[src/rtl/pri_enc_pkg.sv]
// Shared constants and result bundle for the 8-to-3 priority encoder.
package pri_enc_pkg;

  localparam int IN_W  = 8;
  localparam int OUT_W = 3;

  typedef struct packed {
    logic [OUT_W-1:0] out;
    logic             eo;
    logic             gs;
  } enc_res_t;

  // Value seen while disabled or in reset: no index, no group, no cascade.
  localparam enc_res_t RES_IDLE = '{out: 3'b000, eo: 1'b0, gs: 1'b0};

endpackage

[src/rtl/pri_enc8_comb.sv]
// Purely combinational priority logic: bit 7 wins, eo cascades when idle.
module pri_enc8_comb
  import pri_enc_pkg::*;
(
  input  logic [IN_W-1:0] in,
  input  logic            ei,
  output enc_res_t        res
);

  // Priority decode of the request vector gated by the enable input
  always_comb begin
    res = RES_IDLE;
    if (ei) begin
      res.gs = (in != 8'h00);
      res.eo = (in == 8'h00);
      casez (in)
        8'b1???_????: res.out = 3'd7;
        8'b01??_????: res.out = 3'd6;
        8'b001?_????: res.out = 3'd5;
        8'b0001_????: res.out = 3'd4;
        8'b0000_1???: res.out = 3'd3;
        8'b0000_01??: res.out = 3'd2;
        8'b0000_001?: res.out = 3'd1;
        default:      res.out = 3'd0;
      endcase
    end else begin
      res = RES_IDLE;
    end
  end

endmodule

[src/rtl/pri_encoder8.sv]
// 8-input priority encoder with cascade outputs and an optional output register.
module pri_encoder8
  import pri_enc_pkg::*;
#(
  parameter bit REG_OUT = 1'b1
) (
  input  logic             clk,
  input  logic             rst,
  input  logic [IN_W-1:0]  in,
  input  logic             ei,
  output logic [OUT_W-1:0] out,
  output logic             eo,
  output logic             gs
);

  enc_res_t res_s;
  enc_res_t res_o;

  pri_enc8_comb u_comb (
    .in  (in),
    .ei  (ei),
    .res (res_s)
  );

  if (REG_OUT) begin : g_reg
    enc_res_t res_r;

    // One-cycle output register; reset clears it immediately
    always_ff @(posedge clk or posedge rst) begin
      if (rst) begin
        res_r <= RES_IDLE;
      end else begin
        res_r <= res_s;
      end
    end

    assign res_o = res_r;
  end else begin : g_comb
    logic unused_clk_rst_s;
    assign unused_clk_rst_s = clk ^ rst;
    assign res_o            = res_s;
  end

  assign out = res_o.out;
  assign eo  = res_o.eo;
  assign gs  = res_o.gs;

endmodule

[config.mk]
export PLATFORM = sky130hd
export DESIGN_NAME = pri_encoder8
export DESIGN_NICKNAME = d
export VERILOG_FILES = /design/src/rtl/pri_enc_pkg.sv /design/src/rtl/pri_enc8_comb.sv /design/src/rtl/pri_encoder8.sv
export SDC_FILE = /design/constraint.sdc
export NUM_CORES = 1
export LEC_CHECK = 0
export CAP_MARGIN = 40
export CELL_PAD_IN_SITES_DETAIL_PLACEMENT = 1
export CELL_PAD_IN_SITES_GLOBAL_PLACEMENT = 2
export CORE_AREA = 2 2 39 41
export DETAILED_ROUTE_END_ITERATION = 7
export DIE_AREA = 0 0 41 43
export GPL_ROUTABILITY_DRIVEN = 0
export PLACE_DENSITY = 0.71
export SETUP_SLACK_MARGIN = 0.4
export SLEW_MARGIN = 20
export SYNTH_ARGS = -nofsm -noshare
export SYNTH_HDL_FRONTEND = slang
export SYNTH_HIERARCHICAL = 1
export SYNTH_SLANG_ARGS = --single-unit
[constraint.sdc]
create_clock -name clk -period 1.1 [get_ports clk]
set_input_delay 0.11 -clock clk [delete_from_list [all_inputs] [get_ports clk]]
set_output_delay 0.11 -clock clk [all_outputs]
set_load 0.03 [all_outputs]
# Yosys cells after proc, flatten, opt, wreduce, memory -nomap -nowiden
# Cells that the tools add are included.
dict set report classes {
  eq_ne 6
  mux 2
  n_reduce_logical 2
}
# cell n
set ops {}
lappend ops {{3-bit one-hot mux with 7 select lines} 1}
lappend ops {{8-bit zero test} 1}
lappend ops {{8-bit nonzero test} 1}
lappend ops {{7-bit by 1-bit == test with 1-bit output (second input constant)} 1}
lappend ops {{6-bit by 1-bit == test with 1-bit output (second input constant)} 1}
lappend ops {{5-bit by 1-bit == test with 1-bit output (second input constant)} 1}
lappend ops {{5-bit 2-to-1 mux} 1}
lappend ops {{4-bit by 1-bit == test with 1-bit output (second input constant)} 1}
lappend ops {{3-bit by 1-bit == test with 1-bit output (second input constant)} 1}
lappend ops {{2-bit by 1-bit == test with 1-bit output (second input constant)} 1}
dict set report totals {
  register_bits 5
  inputBits 11
  output_inout_bits 5
  wordCells 13
}

# Logic depth before layout (Yosys ltp)
dict set report depth {
  depth_word 3
  depth_mapped 3
  depth_no_buf 3
}

# By module
# Netlist, hierarchy kept.
# mod n_inst cells_each area_each_um2 seq_area_each_um2
set modules_own_cells {}
lappend modules_own_cells {pri_encoder8 1 6 128.9 125.1}
lappend modules_own_cells {pri_enc8_comb 1 14 102.6 0.0}

# Worst setup path after synthesis
# Ideal clock, no wire load.
dict set report synth_path {
  path_kind {in2reg}
  startpoint {input port in[5]}
  endpoint {register g_reg.res_r, in the netlist eo}
  setup_time_ps 66
  arrival_ps 1060
  required_time_ps 1034
  slack_ps -26
  cell_stages 3
  n_path_buf 0
  cell_sequence {or4_4 nor4b_2 and2_1}
}
# item line_no
set synth_lines {}
lappend synth_lines {{start: declaration} pri_encoder8.sv:9} ;# input logic [IN_W-1:0] in,
lappend synth_lines {{end signal: assignment} pri_encoder8.sv:33} ;# res_r <= res_s;
lappend synth_lines {{end: declaration} pri_encoder8.sv:26} ;# enc_res_t res_r;

==> out/results.tsv <==
metric	value	unit
cp-startpoint	in[4]	
numPortBuffers	15	
cts_buffers	3	
wl_per_cell	11.7	µm
layout_commonest_cell	buf_6	
layout_min_cycle_time	1.01	ns
power_density	1080	nW/µm²
tightest_slew	0.256	ns
start_util	0.167	
ys_ff_latch	5	
clock_tree.buffer_depth	2	
slowest_delay	0.57	ns
crit_type	in2reg	
use_met2	0.144	
cts_hold_buf	0	
drive_above_1_share	0.512	
antenna_cells	0	
dieWidth	41	µm
totalWireLength	689	µm
hold_class	in2async	
syn2layout_area_growth	109	%
rsz0062_at_grt	yes	
ir_worst_vdd	0.000265	V
gr-usage-met1	0.0812	
die_y	43	µm
worstSetupStartpointType	input port	
cp-end-kind	register	
busiest_layer	met2	
grt_usage	0.0896	
antenna_found_initial	0	
required	1.26	ns
drt_iter0_markers	1	
htree_levels	1	
first_global_vias	275	
rows	14	
p_leak	0.237	nW
dr.pass1.iters	4	
mostFrequentLayoutCells	7 x buf_6, 5 x dfrtp_1, 4 x clkdlybuf4s50_1, 4 x buf_4	
synthCells	20	
grt_pass1_wl	1020	µm
drc	0	
met3_usage	0.0314	
core_area	1380	µm²
crit_slowest_cell	or4_4	
yosysSeqAreaShare	0.541	
max_freq	0.993	GHz
slew_headroom	0.828	
clock-sinks	5	
cp.arrival	1.17	ns
drv_slew	0	
period_share	0.915	
antenna_left	0	
finalSetupTns	0	ns
hold_viol_final	0	
place_ws	-0.549	ns
synth.distinct_cells	13	
via_count	253	
syn_area	231	µm²
cts_tree	yes	
synth_nets	31	
io_pins	16	
fin_ws	0.0932	ns
root_buffer	clkbuf_4	
worstPathMaxFanout	4	
grt_overflow_total	0	
path_cells	buf_6 -> or4_4 -> o221a_1 -> nor3b_2	
setup_viol	0	
max-cap-violations	0	
status	finished, final reports clean	
die_area	1760	µm²
grt_max_degree	6	
clk_pin_slew_worst_paths	0.04	ns
layout.nets	55	
syn_area_per_cell	11.6	µm²
holdWs	0.0721	ns
ys_warn_count	6	
vias_per_cell	4.29	
[final cells by class]
type	instances	area [µm²]
Sequential cell	5	125
Multi-Input combinational cell	12	118
Inverter	3	11.3
Fill cell	157	900
Tap cell	16	20.0
Timing Repair Buffer	19	184
Clock buffer	4	26.3
[final timing paths]
| path | cells after the start | to | slack (ns) |
|---|---|---|---|
| setup / recovery | 4 | out[0] | 0.09 |
| hold / removal | 2 | out[1] | 0.07 |
| max in group asynchronous | 2 | eo | 0.87 |
| min in group clk | 3 | out[1] | 0.20 |
[power by group]
part / total, mW / switching, mW / internal (mW) / leakage, nW
logic: 0.122 / 0.0538 / 0.0680 / 0.160
registers: 0.198 / 0.00417 / 0.194 / 0.0622
clock network: 0.202 / 0.0659 / 0.137 / 0.0150
[per-layer routing]
metal	wire, µm	share of wire
met5	0	0
met4	7	0.010
met3	69	0.10
met2	373	0.54
met1	238	0.35
[critical path: cells and delay by family]
family	cells	cell delay, ns
buf+inv	1	0.09
compound gates	1	0.25
simple gates	2	0.72
[sequential cells by signal, summed over array words and instances, names as in the netlist]
register  flops
eo            1
out           3
gs            1
[cells in the mapped netlist (all sizes together)]
cell type,instances,share of area
nor3,1,0.022
nor4b,1,0.065
nor4,1,0.027
nor2b,2,0.054
dfrtp,5,0.54
nor3b,1,0.032
o31a,1,0.038
o221a,1,0.049
nor2,1,0.016
inv,3,0.049
and2,2,0.059
or4,1,0.049
[what timing repair did]
item	CTS	global route
pin swaps	4	4
resized for setup	53	5
endpoints found under the setup margin	10	10
setup buffers	0	1
[stage by stage]
stage           util  cells  power (mW)  cell area, µm²
2_1_floorplan      -     20       0.239             231
3_3_place_gp   0.307     54       0.310             424
3_5_place_dp   0.307     54       0.314             424
4_1_cts        0.338     58       0.531             468
5_1_grt        0.350     59       0.565             484
6_report       0.350     59       0.522             484
[cells by family (layout without fill, tap and decap cells)]
| kind of cell | after synthesis | after routing | synth area share |
|---|---|---|---|
| simple gates | 10 | 10 | 0.324 |
| flops | 5 | 5 | 0.541 |
| buf+inv | 3 | 26 | 0.0486 |
| compound gates | 2 | 2 | 0.0865 |
No activity file was read; power rests on OpenSTA's default activity.
